### config.mk
export PLATFORM = sky130hd
export DESIGN_NAME = spi_slave
export DESIGN_NICKNAME = d
export VERILOG_FILES = /design/src/rtl/spi_pkg.sv /design/src/rtl/spi_tx_serializer.sv /design/src/rtl/spi_slave.sv
export SDC_FILE = /design/constraint.sdc
export NUM_CORES = 1
export LEC_CHECK = 0
export BUFFER_PORTS_ARGS = -buffer_cell sky130_fd_sc_hd__buf_2
export CAP_MARGIN = 5
export CELL_PAD_IN_SITES_DETAIL_PLACEMENT = 0
export CELL_PAD_IN_SITES_GLOBAL_PLACEMENT = 1
export CORE_ASPECT_RATIO = 1.75
export CORE_MARGIN = 1
export CORE_UTILIZATION = 30
export CTS_CLUSTER_SIZE = 25
export DETAILED_ROUTE_END_ITERATION = 8
export HOLD_SLACK_MARGIN = 0.06
export PLACE_DENSITY_LB_ADDON = 0.1
export SLEW_MARGIN = 10
export SYNTH_ARGS = -nofsm -noshare
export SYNTH_HDL_FRONTEND = slang
export SYNTH_HIERARCHICAL = 1
export SYNTH_SLANG_ARGS = --single-unit
### constraint.sdc
create_clock -name clk -period 3.8 [get_ports clk]
set_input_delay 0.19 -clock clk [delete_from_list [all_inputs] [get_ports clk]]
set_output_delay 0.19 -clock clk [all_outputs]
set_load 0.03 [all_outputs]
### src/rtl/spi_pkg.sv
// Shared definitions for the SPI slave front-end and the command RAM checks.
package spi_pkg;

    localparam int RX_W = 10;
    localparam int TX_W = 8;

    typedef enum logic [2:0] {
        IDLE      = 3'd0,
        CHK_CMD   = 3'd1,
        WRITE     = 3'd2,
        READ_ADD  = 3'd3,
        READ_DATA = 3'd4
    } state_e;

    localparam logic [1:0] OP_WR_ADDR = 2'b00;
    localparam logic [1:0] OP_WR_DATA = 2'b01;
    localparam logic [1:0] OP_RD_ADDR = 2'b10;
    localparam logic [1:0] OP_RD_DATA = 2'b11;

endpackage

### src/rtl/spi_tx_serializer.sv
// Latches one RAM read byte on tx_valid and shifts it out MSB first, once per arming.
module spi_tx_serializer #(
    parameter int TX_W = spi_pkg::TX_W
) (
    input  logic            clk,
    input  logic            rst_n,
    input  logic            arm_i,
    input  logic [TX_W-1:0] tx_data_i,
    input  logic            tx_valid_i,
    output logic            miso_o,
    output logic            done_o
);

    localparam int BW = (TX_W > 1) ? $clog2(TX_W) : 1;
    localparam logic [BW-1:0] LAST_BIT = BW'(TX_W - 1);

    logic [TX_W-1:0] sh_q, sh_d;
    logic [BW-1:0]   bit_q, bit_d;
    logic            busy_q, busy_d;
    logic            sent_q, sent_d;

    always_ff @(posedge clk or negedge rst_n) begin
        if (!rst_n) begin
            sh_q   <= '0;
            bit_q  <= '0;
            busy_q <= 1'b0;
            sent_q <= 1'b0;
        end else begin
            sh_q   <= sh_d;
            bit_q  <= bit_d;
            busy_q <= busy_d;
            sent_q <= sent_d;
        end
    end

    // sent_q blocks a second load while tx_valid stays high after the byte went out.
    always_comb begin
        sh_d   = sh_q;
        bit_d  = bit_q;
        busy_d = busy_q;
        sent_d = sent_q;
        if (!arm_i) begin
            sh_d   = '0;
            bit_d  = '0;
            busy_d = 1'b0;
            sent_d = 1'b0;
        end else if (busy_q) begin
            if (bit_q == LAST_BIT) begin
                sh_d   = '0;
                bit_d  = '0;
                busy_d = 1'b0;
                sent_d = 1'b1;
            end else begin
                sh_d  = {sh_q[TX_W-2:0], 1'b0};
                bit_d = bit_q + BW'(1);
            end
        end else if (!sent_q && tx_valid_i) begin
            sh_d   = tx_data_i;
            bit_d  = '0;
            busy_d = 1'b1;
        end
    end

    assign miso_o = busy_q & sh_q[TX_W-1];
    assign done_o = busy_q && (bit_q == LAST_BIT);

endmodule

### src/rtl/spi_slave.sv
// SPI slave: deserialises command words for the command RAM and returns read bytes on MISO.
module spi_slave #(
    parameter int RX_W = spi_pkg::RX_W,
    parameter int TX_W = spi_pkg::TX_W
) (
    input  logic            clk,
    input  logic            rst_n,
    input  logic            SS_n,
    input  logic            MOSI,
    output logic            MISO,
    output logic [RX_W-1:0] rx_data,
    output logic            rx_valid,
    input  logic [TX_W-1:0] tx_data,
    input  logic            tx_valid
);

    import spi_pkg::*;

    localparam int CW = $clog2(RX_W + 1);
    localparam logic [CW-1:0] LAST_BIT = CW'(RX_W - 1);
    localparam logic [CW-1:0] RX_DONE  = CW'(RX_W);

    state_e          state_q, state_d;
    logic [CW-1:0]   cnt_q, cnt_d;
    logic [RX_W-2:0] shift_q, shift_d;
    logic [RX_W-1:0] rx_data_q, rx_data_d;
    logic            rx_valid_q, rx_valid_d;
    logic            rd_addr_done_q, rd_addr_done_d;
    logic            tx_arm;
    logic            tx_done;

    always_ff @(posedge clk or negedge rst_n) begin
        if (!rst_n) begin
            state_q        <= IDLE;
            cnt_q          <= '0;
            shift_q        <= '0;
            rx_data_q      <= '0;
            rx_valid_q     <= 1'b0;
            rd_addr_done_q <= 1'b0;
        end else begin
            state_q        <= state_d;
            cnt_q          <= cnt_d;
            shift_q        <= shift_d;
            rx_data_q      <= rx_data_d;
            rx_valid_q     <= rx_valid_d;
            rd_addr_done_q <= rd_addr_done_d;
        end
    end

    always_comb begin
        state_d        = state_q;
        cnt_d          = cnt_q;
        shift_d        = shift_q;
        rx_data_d      = rx_data_q;
        rx_valid_d     = 1'b0;
        rd_addr_done_d = rd_addr_done_q;
        if (tx_done) begin
            rd_addr_done_d = 1'b0;
        end
        case (state_q)
            IDLE: begin
                cnt_d   = '0;
                shift_d = '0;
                if (!SS_n) begin
                    state_d = CHK_CMD;
                end
            end
            CHK_CMD: begin
                if (SS_n) begin
                    state_d = IDLE;
                end else if (!MOSI) begin
                    state_d = WRITE;
                end else if (rd_addr_done_q) begin
                    state_d = READ_DATA;
                end else begin
                    state_d = READ_ADD;
                end
            end
            WRITE, READ_ADD, READ_DATA: begin
                if (cnt_q < LAST_BIT) begin
                    shift_d = {shift_q[RX_W-3:0], MOSI};
                    cnt_d   = cnt_q + CW'(1);
                end else if (cnt_q == LAST_BIT) begin
                    // The last bit still completes the word even if SS_n rises on this edge.
                    rx_data_d  = {shift_q, MOSI};
                    rx_valid_d = 1'b1;
                    cnt_d      = RX_DONE;
                    if (state_q == READ_ADD) begin
                        rd_addr_done_d = 1'b1;
                    end
                end
                if (SS_n) begin
                    state_d = IDLE;
                    cnt_d   = '0;
                    shift_d = '0;
                end
            end
            default: begin
                state_d = IDLE;
                cnt_d   = '0;
                shift_d = '0;
            end
        endcase
    end

    assign tx_arm = (state_q == READ_DATA) && (cnt_q == RX_DONE) && !SS_n;

    spi_tx_serializer #(
        .TX_W(TX_W)
    ) u_tx (
        .clk       (clk),
        .rst_n     (rst_n),
        .arm_i     (tx_arm),
        .tx_data_i (tx_data),
        .tx_valid_i(tx_valid),
        .miso_o    (MISO),
        .done_o    (tx_done)
    );

    assign rx_data  = rx_data_q;
    assign rx_valid = rx_valid_q;

endmodule

==> reports/results.ini, run 1 <==
[timing]
relSlewSlack_pct=39.59
rsz0062_at_grt=false
layout_min_cycle_time_ns=1.812
fmax_mhz=552.0
tightest_slew_ns=0.9062
clock_skew_ns=0.007175
setup_ws_ns=1.988
setup_viol=0
setup-tns-final_ns=0
final_hold_viol_count=0
min_period_over_period_pct=47.67
final-max-slew-violation-count=0

[power_and_ir_drop]
p_per_area_nw_per_um2=389.9
power.leakage_nw=1.073
clkPwrFrac_pct=41.3
power_switching_share_pct=23.35
p_comb_share_pct=7.7
pwr-share-seq_pct=51.1
p_switching_w=0.0002070
peakVddDrop_mv=0.2088
p_int_w=0.0006797

[grt]
grt_pass1_wl_um=7265
busiest_layer=met2
grtUsageTotal_pct=13.66
grt_start_max_net_pins=42
met3_usage_pct=2.697
grt_overflow=0
grt.met1_usage_pct=14.40
grt_pass1_vias=1513
antenna_found_initial=0
use_met2_pct=24.85

[clock_network]
cts_tree=yes
cts_buffers=5
htree_levels=2
cts.sink_count=41
postCtsHoldBufs=0
path_clk_slew_ns=0.08
postCtsSetupRepairBufs=0
cts_resized=0
clockRootBuffer=clkbuf_8
clock_latency_ns=0.29
clk_path_buf_depth=2

[floorplan]
die_area_um2=6948
core_area_um2=6276
die_h_um=109.5
num_rows=38
die_x_um=63.44
num_io_pins=25
start_util_pct=31.58

[route]
drt-initial-drc-count=48
wl_um=4141
vias=1387
avgRoutedWirePerCell_um=15.28
drtAntennaViolNets=0
drt-pass1-iter-count=4
post-route-drc-count=0
viasPerCell=5.118

[critical_path]
arrival_ns=1.99
cp_data_required_time_ns=3.98
crit_type=flip-flop to flip-flop
crit_start=cnt_q[0]
crit_chain=inv_1 > ha_1 > nor2_1 > nand4_4 > mux2_2
max_stage_delay_ns=0.49
worstSetupStartpointType=flip-flop
r2r_cells=5
reg2reg_from=cnt_q[0]
cpMaxStageDelayCell=dfrtp_1
r2r-end=rx_data[4]
r2r_slack_ns=1.99
crit_family=simple AND/OR/NAND/NOR gates
worstPathMaxFanout=10
critical_path_buf_inv_count=1
worstSetupEndpointType=flip-flop

[synthesis]
synth_seq_cells=41
synth-seq-area-share_pct=51.77
synth_ff_type=dfrtp_1
syn_area_um2=1982
synth.avg_cell_area_um2=12.08
async_flop_share_pct=100.0
syn_inst=164
synth_cell_type_count=42
syn-num-nets=183
synth_enable_flop_cells=0
ys_warn_count=6

[run_status]
status=completed

[placement]
hpwl_um=3070
gp_congestion=0.7918
io_buffer_count=24
post-place-ws_ns=1.998

[run]
maxCapViolations=0

[cells_and_area]
area_growth_pct=14.77
final_cell_mix=dfrtp_1 (41), buf_2 (24), mux2_2 (11)
drive_above_1_share_pct=31.94
nets=209
final_common_cell=dfrtp_1
diodes=0

[worst_hold_path]
hold_path_class=input port to asynchronous set/reset pin

[final cells by class]
| class | count | area, um^2 |
|---|---|---|
| clock buffer | 6 | 82.58 |
| clock inverter | 2 | 37.54 |
| fill | 656 | 4001 |
| inverter | 4 | 15.01 |
| multi-input combinational | 113 | 885.9 |
| sequential | 41 | 1026 |
| tap | 80 | 100.1 |
| timing repair buffer | 25 | 127.6 |
[cells by family after synthesis]
logic type / after synthesis / synth area share (%)
and+or+nand+nor: 49 / 16.48
AOI/OAI and AO/OA: 46 / 17.49
DFF: 41 / 51.77
muxes: 12 / 6.944
buffers and inverters: 10 / 3.534
adders and majority gates: 6 / 3.788
[synthesized netlist by cell type, drive strengths merged (2+ instances only)]
| cell type | instances | area (um^2) |
|---|---|---|
| dfrtp | 41 | 1026 |
| nand2b | 12 | 80.08 |
| mux2 | 11 | 123.9 |
| nand2 | 11 | 43.80 |
| o21ai | 10 | 53.80 |
| a22o | 8 | 70.07 |
| a21oi | 7 | 38.79 |
| ha | 6 | 75.07 |
| a31oi | 5 | 31.28 |
| buf | 5 | 50.04 |
| nand3b | 5 | 37.54 |
| nor2 | 5 | 18.77 |
| inv | 4 | 15.01 |
| o31ai | 4 | 30.03 |
| a2bb2oi | 3 | 45.04 |
| a32o | 3 | 30.03 |
| and2b | 3 | 28.78 |
| and2 | 2 | 12.51 |
| nand3 | 2 | 10.01 |
| nand4 | 2 | 27.53 |
| nor3 | 2 | 10.01 |
[metal layers]
metal,vias up,part of all wire [%]
met1,699,37
li1,648,-
met2,28,56
met4,0,3.0
met3,12,3.1
met5,-,0
[worst max-delay path by stage]
| stage | endpoint | slack [ns] | depth (start not counted) |
|---|---|---|---|
| 6_report | rx_data[4] | 1.99 | 5 |
| 3_5_place_dp | rx_data[4] | 2.00 | 5 |
| 5_1_grt | rx_data[2] | 1.84 | 5 |
| 4_1_cts | rx_data[4] | 1.99 | 5 |
| 2_1_floorplan | rx_data[0] | 2.20 | 5 |
| 3_3_place_gp | rx_data[3] | 2.08 | 5 |
[power by group through the flow]
| stage | clock network (W) | logic [W] | registers (W) |
|---|---|---|---|
| 4_1_cts | 0.000376 | 0.0000699 | 0.000453 |
| 3_5_place_dp | 0 | 0.0000697 | 0.000462 |
| 2_1_floorplan | 0 | 0.0000453 | 0.000458 |
| 3_3_place_gp | 0 | 0.0000683 | 0.000460 |
| 6_report | 0.000366 | 0.0000681 | 0.000453 |
| 5_1_grt | 0.000397 | 0.0000781 | 0.000454 |
[registers in the layout (all words and copies together) (netlist names)]
signal,cells
u_tx/sent_q,1
u_tx/bit_q,3
u_tx/busy_q,1
cnt_q,4
rx_data,10
rx_valid,1
state_q,3
shift_q,9
u_tx/sh_q,8
rd_addr_done_q,1
[stage by stage]
stage / area [um^2] / total power (W) / instances / util, % / hold WS, ns
after floorplan: 1982 / 0.0005034 / 164 / - / -0.1056
after global placement: 2155 / 0.0005286 / 263 / 34.33 / 0.3752
after detailed placement: 2155 / 0.0005313 / 263 / 34.33 / 0.3897
after CTS: 2275 / 0.0008988 / 271 / 36.24 / 0.06122
after global routing: 2275 / 0.0009290 / 271 / 36.24 / 0.1072
final: 2275 / 0.0008868 / 271 / 36.24 / 0.02224
Power figures use the tool's default switching activity.
==> run 2: changes to the inputs <==
Clock period 3.8 ns to 1.5 ns, I/O delays scaled along.
==> run 2 against run 1 <==
- worst hold slack better by 0.040 ns
- clock skew up 0.0029 ns
- cell area grew 16%
- worst setup slack got worse by 2.0 ns
==> reports/results.ini, run 2 (synthesis results as in run 1) <==
[run_status]
status=completed

[critical_path]
worstPathMaxFanout=8  ; -2
arrival_ns=1.72  ; -0.27 ns
r2r_cells=7  ; +2
r2r_slack_ns=0.01  ; -1.97 ns
worstSetupStartpointType=flip-flop
crit_type=flip-flop to flip-flop
r2r-end=shift_q[3]
reg2reg_from=state_q[0]
max_stage_delay_ns=0.41  ; -0.08 ns
cp_data_required_time_ns=1.73  ; -2.25 ns
crit_family=buffers and inverters
critical_path_buf_inv_count=3  ; +2
cp.depth=7  ; +2
worstSetupEndpointType=flip-flop
crit_top_cell=buf_6
crit_chain=buf_6 > nor4b_4 > nor2_2 > buf_4 > a21oi_4 > buf_6 > a22o_1
cpMaxStageDelayCell=dfrtp_1

[cells_and_area]
nets=238  ; +14%
diodes=0  ; unchanged
fin_util_pct=42.17  ; +5.9 points
final_common_cell=dfrtp_1
drive_above_1_share_pct=45.00  ; +13 points
ff_latch_area_um2=1030  ; +0.37%
finish.instance_area_um2=2646  ; +16%
area_growth_pct=33.52
fillers=609  ; -7.2%
final_cell_mix=dfrtp_1 (38), buf_2 (23), buf_4 (19)
multi_input_area_um2=992.2  ; +12%
largest_register_ffs=10  ; unchanged

[power_and_ir_drop]
power.leakage_nw=1.249  ; +16%
p_per_area_nw_per_um2=954.2  ; +140%
peakVddDrop_mv=0.4697  ; +120%

[worst_hold_path]
holdPathEnd=u_tx/sh_q[7]
hold_path_depth=3
worstHoldStart=tx_data[7]
hold_path_class=input port to flip-flop

[clock_network]
htree_levels=2  ; unchanged
clk_path_buf_depth=2  ; unchanged
clock_latency_ns=0.30  ; about the same
path_clk_slew_ns=0.08  ; about the same
cts.sink_count=41  ; unchanged
cts_buffers=5  ; unchanged
clockRootBuffer=clkbuf_8
cts_tree=yes

[floorplan]
die_x_um=63.44  ; unchanged
die_area_um2=6948  ; unchanged
start_util_pct=31.58  ; unchanged
num_rows=38  ; unchanged
die_h_um=109.5  ; unchanged
core_area_um2=6276  ; unchanged
num_io_pins=25  ; unchanged

[timing]
tightest_slew_ns=0.5880  ; -0.3182 ns
relSlewSlack_pct=60.80  ; +21 points
final-max-slew-violation-count=0  ; unchanged
rsz0062_at_grt=true
fmax_mhz=672.8  ; +22%
clock_skew_ns=0.01007  ; +0.002892 ns
setup_viol=0  ; unchanged
setup_ws_ns=0.01378  ; -1.975 ns
layout_min_cycle_time_ns=1.486  ; -0.3254 ns
final_hold_viol_count=0  ; unchanged
holdWs_ns=0.06261  ; +0.04037 ns
min_period_over_period_pct=99.08  ; +51 points

[placement]
hpwl_um=3269  ; +6.5%
dpl_cell_area_um2=2333  ; +8.3%
io_buffer_count=24  ; unchanged
post-place-ws_ns=-0.09234  ; -2.091 ns
gp_congestion=0.7020  ; -11%

[grt]
grt_pass1_wl_um=7659  ; +5.4%
antenna_found_initial=0  ; unchanged
grt_start_max_net_pins=25  ; -40%
grt_overflow=0  ; unchanged
grt_pass1_vias=1570  ; +3.8%
grtUsageTotal_pct=14.46  ; +0.80 points

[run]
maxCapViolations=0  ; unchanged

[route]
viasPerCell=4.900  ; -4.3%
drt-pass1-iter-count=4  ; unchanged
avgRoutedWirePerCell_um=15.43  ; +0.96%
drt-initial-drc-count=48  ; unchanged
post-route-drc-count=0  ; unchanged
drtAntennaViolNets=0  ; unchanged
wl_um=4628  ; +12%
vias=1470  ; +6.0%

-- run 2: cell type report --
cell class,instances,area share (%)
Sequential cell,41,38.91
Multi-Input combinational cell,115,37.49
Timing Repair Buffer,52,14.04
Tap cell,80,3.783
Clock buffer,5,2.600
Clock inverter,3,2.600
Inverter,4,0.5674
-- run 2: metal layers --
| layer | global-route usage, % | vias up | share of wire, % |
|---|---|---|---|
| met1 | 14.81 | 728 | 40 |
| met2 | 28.42 | 22 | 56 |
| met3 | 2.282 | 6 | 2.9 |
| met4 | 5.844 | 0 | 1.6 |
| met5 | 0 | - | 0 |
| li1 | - | 714 | - |
-- run 2: where the power goes --
| part | total, W | internal (W) | switching (W) |
|---|---|---|---|
| logic | 0.000304 | 0.000140 | 0.000164 |
| registers | 0.00114 | 0.00112 | 0.0000179 |
| clock network | 0.00108 | 0.000670 | 0.000412 |
| total | 0.00252 | 0.00193 | 0.000594 |
-- run 2: how the worst max path moves through the flow --
stage,startpoint,to,slack (ns)
finish,state_q[0],shift_q[3],0.01
global route,state_q[0],shift_q[5],-0.05
CTS,state_q[0],shift_q[3],-0.01
detailed placement,state_q[0],rx_data[7],-0.09
global placement,state_q[0],rx_data[3],-0.06
floorplan,cnt_q[0],rx_data[0],0.007
-- run 2: repair_timing --
action	CTS	global route
hold buffers	6	0
endpoints found under the hold margin	29	0
resized for setup	15	10
setup endpoints to repair	23	28
pin swaps	4	3
gates cloned	2	0
buffers inserted	2	0
-- run 2: tightest hold or removal path: stages --
cell and delay (ns):
buf_2 0.10, nand2b_1 0.06, a31oi_1 0.09
-- run 2: metrics by stage --
step                      instances  power (W)  TNS [ns]
after global routing            300   0.002627   -0.5450
after detailed placement        284   0.001406    -1.579
after floorplan                 164   0.001277         0
final                           300   0.002525         0
after CTS                       301   0.002553  -0.01582
after global placement          284   0.001403   -0.8428
==> run 3: changes to the inputs <==
Settings changed: CORE_MARGIN 1 to 10, SKIP_CTS_REPAIR_TIMING set to 1.
==> run 3 against run 2 <==
- cell area is 0.90% higher
- largest cell class unchanged
- largest power group is now clock
- clock power is 31% higher
- register-to-register slack hardly changed
- utilization is 1.0 points lower
- sequential power hardly changed
- non-clock buffer count is 5 lower
- combinational power hardly changed
- via count is 0.20% higher
- sequential cell count stayed put
- first-iteration DRC count is 58% higher
==> reports/results.ini, run 3 (synthesis results as in run 1) <==
[critical_path]
crit_top_cell=ha_1
cpMaxStageDelayCell=dfrtp_1
crit_family=adder cells
r2r_cells=5  ; -2
worstPathMaxFanout=7  ; -1
r2r-end=u_tx/sh_q[5]
worstSetupStartpointType=flip-flop
r2r_slack_ns=0.004  ; about the same
crit_type=flip-flop to flip-flop
arrival_ns=1.71  ; about the same
max_stage_delay_ns=0.40  ; about the same
crit_chain=ha_1 > ha_1 > and3b_4 > nand2_1 > a2bb2oi_2
worstSetupEndpointType=flip-flop
reg2reg_from=u_tx/bit_q[0]
cp_data_required_time_ns=1.71  ; -0.02 ns
critical_path_buf_inv_count=0  ; -3

[cells_and_area]
largest_register_ffs=10  ; unchanged
diodes=0  ; unchanged
nets=232  ; -2.5%
drive_above_1_share_pct=46.26  ; +1.3 points
fillers=640  ; +5.1%
final_cell_mix=dfrtp_1 (38), buf_2 (24), buf_4 (19)
area_growth_pct=34.72
final_common_cell=dfrtp_1

[clock_network]
cts_tree=yes
clk_path_buf_depth=2  ; unchanged
clockRootBuffer=clkbuf_16
clock_latency_ns=0.28  ; -0.02 ns
htree_levels=2  ; unchanged
cts.sink_count=41  ; unchanged
path_clk_slew_ns=0.06  ; -0.02 ns
cts_buffers=5  ; unchanged

[route]
drtAntennaViolNets=0  ; unchanged
vias=1473  ; +0.20%
drt-pass1-iter-count=4  ; unchanged
wl_um=4853  ; +4.9%
post-route-drc-count=0  ; unchanged
viasPerCell=4.976  ; +1.6%
avgRoutedWirePerCell_um=16.40  ; +6.3%
drt-initial-drc-count=76  ; +58%

[timing]
fmax_mhz=668.5  ; -0.65%
holdWs_ns=0.05865  ; -0.003955 ns
setup_viol=0  ; unchanged
final-max-slew-violation-count=0  ; unchanged
final_hold_viol_count=0  ; unchanged
setup_ws_ns=0.004056  ; -0.009723 ns
relSlewSlack_pct=53.10  ; -7.7 points
min_period_over_period_pct=99.73  ; +0.65 points
clock_skew_ns=0.002848  ; -0.007218 ns
tightest_slew_ns=0.7035  ; +0.1154 ns
layout_min_cycle_time_ns=1.496  ; +0.009723 ns
rsz0062_at_grt=true

[power_and_ir_drop]
power.leakage_nw=1.251  ; +0.17%
p_per_area_nw_per_um2=1067  ; +12%
peakVddDrop_mv=0.6370  ; +36%

[grt]
grt.met1_usage_pct=9.925  ; -4.9 points
grt_start_max_net_pins=29  ; +16%
use_met2_pct=18.50  ; -9.9 points
grt_pass1_vias=1635  ; +4.1%
grt_pass1_wl_um=8086  ; +5.6%
grt_overflow=0  ; unchanged
busiest_layer=met2
grtUsageTotal_pct=10.03  ; -4.4 points
antenna_found_initial=0  ; unchanged
met3_usage_pct=2.879  ; +0.60 points

[run]
maxCapViolations=0  ; unchanged

[floorplan]
num_io_pins=25  ; unchanged
core_area_um2=6490  ; +3.4%
start_util_pct=30.54  ; -1.0 points
die_x_um=81.44  ; +28%
die_h_um=127.5  ; +16%
num_rows=39  ; +2.6%
die_area_um2=10390  ; +49%

[worst_hold_path]
worstHoldStart=tx_data[7]
hold_path_class=input port to flip-flop
hold_path_depth=3  ; unchanged
holdPathEnd=u_tx/sh_q[7]

[placement]
io_buffer_count=24  ; unchanged
gp_congestion=0.7111  ; +1.3%
hpwl_um=3609  ; +10%
post-place-ws_ns=-0.07983  ; +0.01251 ns

[run_status]
status=completed

==> run 3: metal layers <==
layer	vias up	wire [um]	part of all wire [%]
li1	702	-	-
met1	743	1774	37
met2	21	2820	58
met3	7	177	3.6
met4	0	80	1.6
met5	-	0	0
==> run 3: layout make-up <==
cell class	count	area, um^2	share of cell area (%)
Clock buffer	5	125.1	4.686
Clock inverter	3	68.82	2.577
Inverter	4	15.01	0.5623
Multi-Input combinational cell	114	1015	38.00
Sequential cell	41	1030	38.57
Tap cell	82	102.6	3.843
Timing Repair Buffer	47	314.1	11.76
==> run 3: how the worst max path moves through the flow <==
stage	startpoint	end	slack [ns]	cells past startpoint
6_report	u_tx/bit_q[0]	u_tx/sh_q[5]	0.004	5
3_5_place_dp	state_q[0]	rx_data[6]	-0.08	4
2_1_floorplan	cnt_q[0]	rx_data[0]	0.007	5
5_1_grt	cnt_q[0]	u_tx/sh_q[5]	-0.08	8
4_1_cts	state_q[2]	rx_data[6]	-0.09	4
3_3_place_gp	state_q[0]	rx_data[4]	-0.07	4
==> run 3: metrics by stage <==
stage | area, um^2 | instances | total power, W | utilization, % | setup TNS [ns]
floorplan | 1991 | 164 | 0.001277 | - | 0
finish | 2670 | 296 | 0.002849 | 41.14 | 0
CTS | 2515 | 292 | 0.002845 | 38.75 | -1.509
detailed placement | 2321 | 284 | 0.001410 | 35.76 | -1.312
global placement | 2321 | 284 | 0.001405 | 35.76 | -0.7590
global route | 2670 | 296 | 0.002990 | 41.14 | -0.7382
==> run 3: worst min-delay path: stages <==
cell,delay (ns)
buf_2,0.09
nand2b_1,0.06
a31oi_1,0.07
==> run 3: where the power goes <==
part	total [W]	switching (W)	internal, W
Combinational	0.000305	0.000167	0.000138
Clock	0.00141	0.000447	0.000959
Sequential	0.00114	0.0000159	0.00112
